**config.mk**
```make
export PLATFORM = sky130hd
export DESIGN_NAME = op_fetch
export DESIGN_NICKNAME = d
export VERILOG_FILES = /design/src/rtl/op_fetch.sv
export SDC_FILE = /design/constraint.sdc
export NUM_CORES = 1
export LEC_CHECK = 0
export CORE_MARGIN = 1
export CORE_UTILIZATION = 45
export DETAILED_ROUTE_END_ITERATION = 10
export HOLD_SLACK_MARGIN = 0.02
export PLACE_DENSITY_LB_ADDON = 0.1
export SYNTH_ARGS = -nofsm -noshare
export SYNTH_HDL_FRONTEND = slang
export SYNTH_SLANG_ARGS = --single-unit
export TNS_END_PERCENT = 10
```
**constraint.sdc**
```tcl
create_clock -name clk -period 3.6 [get_ports clk]
set_input_delay 0.72 -clock clk [delete_from_list [all_inputs] [get_ports clk]]
set_output_delay 0.72 -clock clk [all_outputs]
set_load 0.01 [all_outputs]
```
**src/rtl/op_fetch.sv**
```systemverilog
// Sequential op fetcher for the 256x8 op RAM: credit-limited reads, an in-flight
// address pipeline, and an op FIFO presenting (op, op_pc) over valid/ready.
module op_fetch #(
  parameter int ADDR_W   = 8,
  parameter int READ_LAT = 2,
  parameter int DEPTH    = 4,
  parameter int RESET_PC = 0
) (
  input  logic              clk,
  input  logic              rst,
  input  logic              run,
  input  logic              hold,
  output logic              ram_re,
  output logic [ADDR_W-1:0] ram_addr,
  input  logic [7:0]        ram_dout,
  output logic [7:0]        op,
  output logic [ADDR_W-1:0] op_pc,
  output logic              op_valid,
  input  logic              op_ready,
  input  logic              jump,
  input  logic [ADDR_W-1:0] jump_addr,
  output logic [ADDR_W-1:0] pc
);

  localparam int PW = (DEPTH > 1) ? $clog2(DEPTH) : 1;
  localparam int CW = $clog2(DEPTH + READ_LAT + 1);
  localparam logic [ADDR_W-1:0] RST_PC = ADDR_W'(RESET_PC);

  logic [ADDR_W-1:0] pc_q, pc_d, cpc_q, cpc_d;
  logic [READ_LAT-1:0] sr_vld_q, sr_vld_d;
  logic [ADDR_W-1:0] sr_addr_q [READ_LAT];
  logic [ADDR_W-1:0] sr_addr_d [READ_LAT];
  logic [7:0]        fifo_op_q [DEPTH];
  logic [ADDR_W-1:0] fifo_pc_q [DEPTH];
  logic [PW-1:0]     rd_ptr_q, rd_ptr_d, wr_ptr_q, wr_ptr_d;
  logic [CW-1:0]     count_q, count_d;
  logic [CW-1:0]     inflight_s;
  logic              issue_s, flush_s, push_s, pop_s;
  logic [7:0]        head_op_s;
  logic [ADDR_W-1:0] head_pc_s;

  function automatic logic [PW-1:0] ptr_inc(input logic [PW-1:0] p);
    if (p == PW'(DEPTH - 1)) begin
      return '0;
    end else begin
      return p + PW'(1);
    end
  endfunction

  // Count reads issued but not yet returned
  always_comb begin
    inflight_s = '0;
    for (int i = 0; i < READ_LAT; i++) begin
      inflight_s = inflight_s + CW'(sr_vld_q[i]);
    end
  end

  // Credit counts occupancy before any same-cycle pop, so the FIFO can never overflow
  assign issue_s   = rst & run & ~hold & ~jump & ((count_q + inflight_s) < CW'(DEPTH));
  assign flush_s   = hold | jump;
  assign push_s    = sr_vld_q[READ_LAT-1] & ~flush_s;
  assign head_op_s = fifo_op_q[rd_ptr_q];
  assign head_pc_s = fifo_pc_q[rd_ptr_q];
  assign op_valid  = (count_q != '0) & ~hold;
  assign pop_s     = op_valid & op_ready;
  assign op        = op_valid ? head_op_s : 8'h00;
  assign op_pc     = op_valid ? head_pc_s : '0;
  assign ram_re    = issue_s;
  assign ram_addr  = pc_q;
  assign pc        = pc_q;

  // Next fetch and consumer addresses
  always_comb begin
    pc_d  = pc_q;
    cpc_d = cpc_q;
    if (jump) begin
      pc_d  = jump_addr;
      cpc_d = jump_addr;
    end else if (hold) begin
      pc_d  = cpc_q;
      cpc_d = cpc_q;
    end else begin
      if (issue_s) begin
        pc_d = pc_q + ADDR_W'(1);
      end else begin
        pc_d = pc_q;
      end
      if (pop_s) begin
        cpc_d = head_pc_s + ADDR_W'(1);
      end else begin
        cpc_d = cpc_q;
      end
    end
  end

  // In-flight pipeline: stage 0 takes the issued address, the tail marks returning data
  always_comb begin
    sr_vld_d = '0;
    for (int i = 0; i < READ_LAT; i++) begin
      sr_addr_d[i] = sr_addr_q[i];
    end
    if (flush_s) begin
      sr_vld_d = '0;
    end else begin
      sr_vld_d[0]  = issue_s;
      sr_addr_d[0] = pc_q;
      for (int i = 1; i < READ_LAT; i++) begin
        sr_vld_d[i]  = sr_vld_q[i-1];
        sr_addr_d[i] = sr_addr_q[i-1];
      end
    end
  end

  // FIFO pointer and occupancy update
  always_comb begin
    rd_ptr_d = rd_ptr_q;
    wr_ptr_d = wr_ptr_q;
    count_d  = count_q;
    if (flush_s) begin
      rd_ptr_d = '0;
      wr_ptr_d = '0;
      count_d  = '0;
    end else begin
      if (push_s) begin
        wr_ptr_d = ptr_inc(wr_ptr_q);
      end else begin
        wr_ptr_d = wr_ptr_q;
      end
      if (pop_s) begin
        rd_ptr_d = ptr_inc(rd_ptr_q);
      end else begin
        rd_ptr_d = rd_ptr_q;
      end
      count_d = count_q + CW'(push_s) - CW'(pop_s);
    end
  end

  // Control state registers
  always_ff @(posedge clk or negedge rst) begin
    if (!rst) begin
      pc_q     <= RST_PC;
      cpc_q    <= RST_PC;
      sr_vld_q <= '0;
      rd_ptr_q <= '0;
      wr_ptr_q <= '0;
      count_q  <= '0;
      for (int i = 0; i < READ_LAT; i++) begin
        sr_addr_q[i] <= '0;
      end
    end else begin
      pc_q     <= pc_d;
      cpc_q    <= cpc_d;
      sr_vld_q <= sr_vld_d;
      rd_ptr_q <= rd_ptr_d;
      wr_ptr_q <= wr_ptr_d;
      count_q  <= count_d;
      for (int i = 0; i < READ_LAT; i++) begin
        sr_addr_q[i] <= sr_addr_d[i];
      end
    end
  end

  // FIFO storage: returning op captured with the address it was read from
  always_ff @(posedge clk or negedge rst) begin
    if (!rst) begin
      for (int i = 0; i < DEPTH; i++) begin
        fifo_op_q[i] <= 8'h00;
        fifo_pc_q[i] <= '0;
      end
    end else if (push_s) begin
      fifo_op_q[wr_ptr_q] <= ram_dout;
      fifo_pc_q[wr_ptr_q] <= sr_addr_q[READ_LAT-1];
    end else begin
      fifo_op_q[wr_ptr_q] <= fifo_op_q[wr_ptr_q];
      fifo_pc_q[wr_ptr_q] <= fifo_pc_q[wr_ptr_q];
    end
  end

endmodule

```
==> summary.md, run 1 <==
| Metric | Value |
|---|---|
| GRT Total Usage | `0.230` |
| Hold WC Path Type | `in -> async` |
| Pin count of the biggest net entering global routing | `77` |
| DRT met1 WL | `5880 microns` |
| Total gr overflow | `0` |
| DRT iter0 DRCs | `264` |
| Post-Syn Area | `5450 sq um` |
| Largest cells by area after synthesis | `dfrtp_1 48%, mux4_2 12%, a21oi_1 7.2%, nor2_1 5.8%, nand2_1 4.1%` |
| Max Used Layer | `met4` |
| Initial core utilization | `0.469` |
| Avg Synthesized Cell Area | `10.3 sq um` |
| Antenna diodes | `0` |
| Post-DP HPWL | `8920 microns` |
| Commonest cells in the netlist | `105 x dfrtp_1, 84 x nor2_1, 78 x a21oi_1` |
| Post-Place Cell Area | `6120 sq um` |
| Worst Path Arrival | `2.45 ns` |
| Die width | `112 microns` |
| Post-synth EDFFs | `0` |
| Metal2 WL | `6610 microns` |
| H-tree depth | `3` |
| Fin nets | `604` |
| Skew final | `0.00900 ns` |
| Non-Filler Instances | `719` |
| Area growth, synth to finish | `17.6%` |
| Seq/Total Area, Yosys | `0.482` |
| Clock buffer count from CTS | `9` |
| CTS Sinks | `105` |
| Share of layout cells above drive strength 1 | `0.127` |
| Maximum vdd ir drop | `274 uV` |
| First-pass GRT wire length | `22,200 microns` |
| Drt wl/cell | `18.5 microns` |
| CP cell instances | `ha_1 -> a21oi_1 -> o21a_1 -> or3_1 -> nor2_1 -> clkdlybuf4s50_1` |
| MaxCap Viol Count | `0` |
| # Post-CTS Setup Buffers | `0` |
| Ys Warns | `0` |
| Clk buf depth | `2` |
| CP max FO | `4` |
| Setup CP Type | `reg -> out` |
| Vias in the first global route | `4,223` |
| Multi-input gate area | `2570 sq um` |
| Crit path capture type | `primary output` |
| Final wirelength | `13,300 microns` |
| Final core occ | `0.552` |
| Clock latency on the worst-skew pair | `0.35 ns` |
| Worst Hold Slack | `0.371 ns` |
| Final period util | `0.881` |
| Critical path's top delay family | `simple AND/OR/NAND/NOR gates` |
| Post-CTS Hold Fix Bufs | `0` |
| Worst Tran Pin Value | `0.946 ns` |
| FP Rows | `39` |
| Final setup violation count | `0` |
| Leakage | `2.66 nW` |
| CP max-delay cell | `clkdlybuf4s50_1` |
| Post-layout min period | `3.17 ns` |
| Ports | `56` |
| Async S/R FF share, synth | `1.00` |
| Routed via count | `4,071` |
| Startpoint class of the critical path | `register` |
| Unique masters post-synth | `43` |
| Final Hold Vio Count | `0` |
| Status | `complete, but fails checks` |
| Max incr delay on CP | `0.54 ns` |
| CTS tree | `done` |
| Antenna-violating nets left | `0` |
| Power density over the cells | `422 nW/um^2` |
| Setup tns final | `0 ns` |
| Yosys reg bits | `105` |
| Yosys top cell by area | `dfrtp_1` |
| Setup WS pre-CTS | `0.448 ns` |
| Vias/cell | `5.66` |
| Met3 WL post-DR | `598 microns` |
| Mapped Cells | `527` |
| First-pass DRT Iterations | `8` |
| Drt drc | `11` |
| Slew HR | `0.369` |
| CTS resizes | `0` |
| Total power | `2.71 mW` |
| Fill cells | `1,033` |
| Worst-path clk slew | `0.08 ns` |
| CP required | `2.88 ns` |
| Fmax | `0.315 GHz` |
| Most numerous cell in the Yosys netlist | `dfrtp_1` |
| Synth top area share | `0.482` |
| Register area | `2630 sq um` |
| DIE AREA | `12,600 sq um` |
| Failing checks | `design-rule violations` |
| Post-synth top flop | `dfrtp_1` |
| CP bufs+invs | `1` |
| Chip Height | `112 microns` |
| Antenna violations before repair | `0` |
| Port buffer count | `55` |
| Core ar. | `11,600 sq um` |
| GPL Wtd Cong | `0.879` |
| RSZ-0062 raised after global routing | `false` |
| Final non-filler cell area | `6410 sq um` |
| Slew Viols, Final | `0` |
| Setup ws final | `0.428 ns` |
| Post-placement cell count | `703` |
| CTS Root Cell | `clkbuf_16` |
| Synthesized Nets | `560` |
==> power breakdown <==
part | internal, mW | total [mW] | switching, mW
Sequential | 1.26 | 1.33 | 0.0711
Clock | 0.484 | 0.955 | 0.471
Combinational | 0.208 | 0.424 | 0.216
==> layout make-up <==
cell class,count,area share
Timing Repair Buffer,76,0.110
Sequential cell,105,0.410
Multi-Input combinational cell,368,0.401
Clock buffer,9,0.0351
Inverter,11,0.00644
Clock inverter,7,0.00976
Tap cell,143,0.0279
==> cells in the final DEF (no fill, tap or decap), drive strengths merged, types with 10 or more instances in the layout <==
cell	instances
a21oi	78
ha	10
mux4	32
and3	19
nand2	60
buf	22
nor3	10
clkdlybuf4s50	54
inv	14
dfrtp	105
mux2i	20
nor2	84
==> registers in the layout (all words and copies together), names as in the netlist <==
register   cells
wr_ptr_q       2
sr_vld_q       2
sr_addr_q     16
fifo_op_q     32
pc             8
rd_ptr_q       2
cpc_q          8
fifo_pc_q     32
count_q        3
==> metal layers <==
layer  vias up  track usage
met3        14       0.0491
met5         -            0
met4         0       0.0640
met1      2013        0.303
li1       1946            -
met2        98        0.389
==> path summary, 6_finish.rpt <==
check / start / endpoint / slack, ns / depth (start not counted)
min in group clk: sr_addr_q[14]$_DFFE_PN0N_ / sr_addr_q[6]$_DFFE_PN0N_ / 0.48 / 2
max in group asynchronous: rst / fifo_op_q[7]$_DFFE_PN0P_ / 1.94 / 3
min reg2reg: sr_addr_q[14]$_DFFE_PN0N_ / sr_addr_q[6]$_DFFE_PN0N_ / 0.48 / 2
max: count_q[0]$_DFF_PN0_ / ram_re / 0.43 / 6
max reg2reg: count_q[1]$_DFF_PN0_ / count_q[2]$_DFF_PN0_ / 0.92 / 12
min: rst / sr_vld_q[1]$_DFF_PN0_ / 0.37 / 2
==> kinds of logic after synthesis <==
| group | count (synthesis) | synth area share |
|---|---|---|
| XOR/XNOR | 9 | 0.0145 |
| multiplexers | 53 | 0.172 |
| buffers and inverters | 54 | 0.0468 |
| flip-flops | 105 | 0.482 |
| adder cells (fa/ha/maj) | 11 | 0.0266 |
| AO/OA/AOI/OAI | 105 | 0.106 |
| AND/OR/NAND/NOR | 190 | 0.151 |
Power figures use the tool's default switching activity.
==> run 2: changes to the inputs <==
- PLACE_DENSITY: default -> 0.67
- PLACE_DENSITY_LB_ADDON: 0.1 -> default
==> run 2 against run 1 <==
Effect of this change:
- the run still ends with design-rule violations left
- count of clock-buffer cells in the layout grew 1
- worst setup slack gained 0.0048 ns
- sequential share of layout area did not move
- final cell count is 0.28% lower
- power increased by 1.9%
- critical path type unchanged
- largest power group unchanged
- worst hold slack got worse by 0.12 ns
- global-route usage down 0.62 points
==> summary.md, run 2 (synthesized netlist as in run 1, its figures left out) <==
| Metric | Value |
|---|---|
| GRT Total Usage | `0.224 (-0.00618)` |
| CTS Sinks | `105 (unchanged)` |
| Sw frac | `0.270 (-0.0104)` |
| Worst Hold Slack | `0.252 ns (-0.119 ns)` |
| Register area | `2630 sq um (unchanged)` |
| Pin count of the biggest net entering global routing | `87 (+13%)` |
| Ports | `56 (unchanged)` |
| Drt wl/cell | `18.3 microns (-0.96%)` |
| Total power | `2.76 mW (+1.9%)` |
| CP required | `2.88 ns (about the same)` |
| Leakage | `2.65 nW (-0.23%)` |
| Final non-filler cell area | `6410 sq um (unchanged)` |
| MaxCap Viol Count | `0 (unchanged)` |
| Fin nets | `602 (-0.33%)` |
| Most common cell after layout, fill and taps aside | `dfrtp_1` |
| # Post-CTS Setup Buffers | `0 (unchanged)` |
| Internal power | `2.01 mW (+3.3%)` |
| CTS Root Cell | `clkbuf_16` |
| Largest regs | `fifo_op_q: 32 flops, fifo_pc_q: 32 flops, sr_addr_q: 16 flops` |
| CTS tree | `done` |
| Antenna-violating nets left | `0 (unchanged)` |
| Startpoint class of the critical path | `register` |
| Final Hold Vio Count | `0 (unchanged)` |
| Multi-input gate area | `2570 sq um (unchanged)` |
| CP max-delay cell | `mux4_2` |
| Die width | `112 microns (unchanged)` |
| CP max FO | `10 (+6)` |
| FP Rows | `39 (unchanged)` |
| Sw power | `0.743 mW (-1.9%)` |
| Setup CP Type | `reg -> out` |
| Area growth, synth to finish | `17.6% (unchanged)` |
| Clock power share | `0.365 (+0.012)` |
| Status | `complete, but fails checks` |
| Drt drc | `6 (-5)` |
| H-tree depth | `3 (unchanged)` |
| Clock latency on the worst-skew pair | `0.35 ns (about the same)` |
| Clk buf depth | `2 (unchanged)` |
| Worst r2r dst | `count_q[2]$_DFF_PN0_` |
| Routed via count | `4,114 (+1.1%)` |
| Failing checks | `design-rule violations` |
| Cells on worst reg2reg path | `12 (unchanged)` |
| Post-placement cell count | `701 (-0.28%)` |
| Core ar. | `11,600 sq um (unchanged)` |
| RSZ-0062 raised after global routing | `false` |
| First-pass GRT wire length | `21,800 microns (-1.7%)` |
| GPL Wtd Cong | `0.861 (-2.0%)` |
| CTS resizes | `0 (unchanged)` |
| Post-DP HPWL | `8870 microns (-0.49%)` |
| Post-CTS Hold Fix Bufs | `0 (unchanged)` |
| Vias/cell | `5.74 (+1.3%)` |
| Final setup violation count | `0 (unchanged)` |
| Port buffer count | `55 (unchanged)` |
| Post-layout min period | `3.17 ns (-0.00475 ns)` |
| Power density over the cells | `430 nW/um^2 (+1.9%)` |
| Clock buffer count from CTS | `9 (unchanged)` |
| Post-Place Cell Area | `6110 sq um (-0.25%)` |
| Total gr overflow | `0 (unchanged)` |
| Max incr delay on CP | `0.52 ns (-0.02 ns)` |
| Slew HR | `0.271 (-0.0989)` |
| Hold WC Path Type | `in -> async` |
| Skew final | `0.00939 ns (+0.000391 ns)` |
| DRT iter0 DRCs | `209 (-21%)` |
| Fmax | `0.316 GHz (+0.15%)` |
| Initial core utilization | `0.469 (unchanged)` |
| Worst path most repeated cell | `buf_4` |
| Slew Viols, Final | `0 (unchanged)` |
| Vias in the first global route | `4,192 (-0.73%)` |
| Maximum vdd ir drop | `243 uV (-11%)` |
| Flop pwr share | `0.482 (-0.009)` |
| Final period util | `0.880 (-0.00132)` |
| CP cell instances | `buf_4 -> buf_4 -> mux4_2 -> and3_1 -> clkdlybuf4s50_1` |
| Share of layout cells above drive strength 1 | `0.122 (-0.00478)` |
| Antenna diodes | `0 (unchanged)` |
| Crit path capture type | `primary output` |
| First-pass DRT Iterations | `7 (-1)` |
| Non-Filler Instances | `717 (-0.28%)` |
| FF-to-FF setup slack | `0.91 ns (about the same)` |
| Final wirelength | `13,100 microns (-1.2%)` |
| Gate power share | `0.154 (-0.003)` |
| Antenna violations before repair | `0 (unchanged)` |
| Worst Path Arrival | `2.45 ns (about the same)` |
| Most frequent cells in the layout | `105 x dfrtp_1, 84 x nor2_1, 78 x a21oi_1` |
| DIE AREA | `12,600 sq um (unchanged)` |
| Worst-path clk slew | `0.07 ns (about the same)` |
| Fill cells | `1,031 (-0.19%)` |
| Chip Height | `112 microns (unchanged)` |
| Worst Tran Pin Value | `1.09 ns (+0.148 ns)` |
| Setup tns final | `0 ns (unchanged)` |
| RR Startpoint | `count_q[1]$_DFF_PN0_` |
-- run 2: critical path, delay by kind of cell, from the launching register on --
kind          cells  cell delay [ns]
buf+inv           3             0.98
mux               1             0.52
flops             1             0.39
simple gates      1             0.20
-- run 2: worst max-delay path by stage --
stage | from | endpoint | slack [ns] | depth (start not counted)
2_1_floorplan | jump | count_q[2]$_DFF_PN0_ | 0.94 | 11
3_3_place_gp | run | ram_re | 0.62 | 5
3_5_place_dp | run | ram_re | 0.58 | 5
4_1_cts | rd_ptr_q[0]$_DFFE_PN0P_ | op[1] | 0.40 | 5
5_1_grt | rd_ptr_q[0]$_DFFE_PN0P_ | op[6] | 0.31 | 5
6_report | rd_ptr_q[0]$_DFFE_PN0P_ | op[4] | 0.43 | 5
-- run 2: power by group through the flow --
| stage | sequential [mW] | clock [mW] | combinational (mW) |
|---|---|---|---|
| 2_1_floorplan | 1.33 | 0 | 0.280 |
| 3_3_place_gp | 1.35 | 0 | 0.412 |
| 3_5_place_dp | 1.35 | 0 | 0.424 |
| 4_1_cts | 1.33 | 1.03 | 0.426 |
| 5_1_grt | 1.34 | 1.08 | 0.466 |
| 6_report | 1.33 | 1.01 | 0.423 |
-- run 2: layer usage --
layer	vias to the layer above	global-route usage	wire, microns
met2	126	0.378	6480
met5	-	0	0
met3	23	0.0437	633
met1	2025	0.294	5750
met4	0	0.0711	242
li1	1940	-	-
-- run 2: stage by stage --
| step | setup slack (ns) | util |
|---|---|---|
| after floorplan | 0.937 | - |
| after detailed placement | 0.581 | 0.526 |
| after global routing | 0.314 | 0.552 |
| after CTS | 0.402 | 0.552 |
| after global placement | 0.622 | 0.526 |
| final | 0.433 | 0.552 |
-- run 2: layout make-up --
| class | instances | share of cell area |
|---|---|---|
| Sequential cell | 105 | 0.410 |
| Multi-Input combinational cell | 368 | 0.401 |
| Timing Repair Buffer | 74 | 0.108 |
| Clock buffer | 10 | 0.0357 |
| Tap cell | 143 | 0.0279 |
| Clock inverter | 6 | 0.0115 |
| Inverter | 11 | 0.00644 |
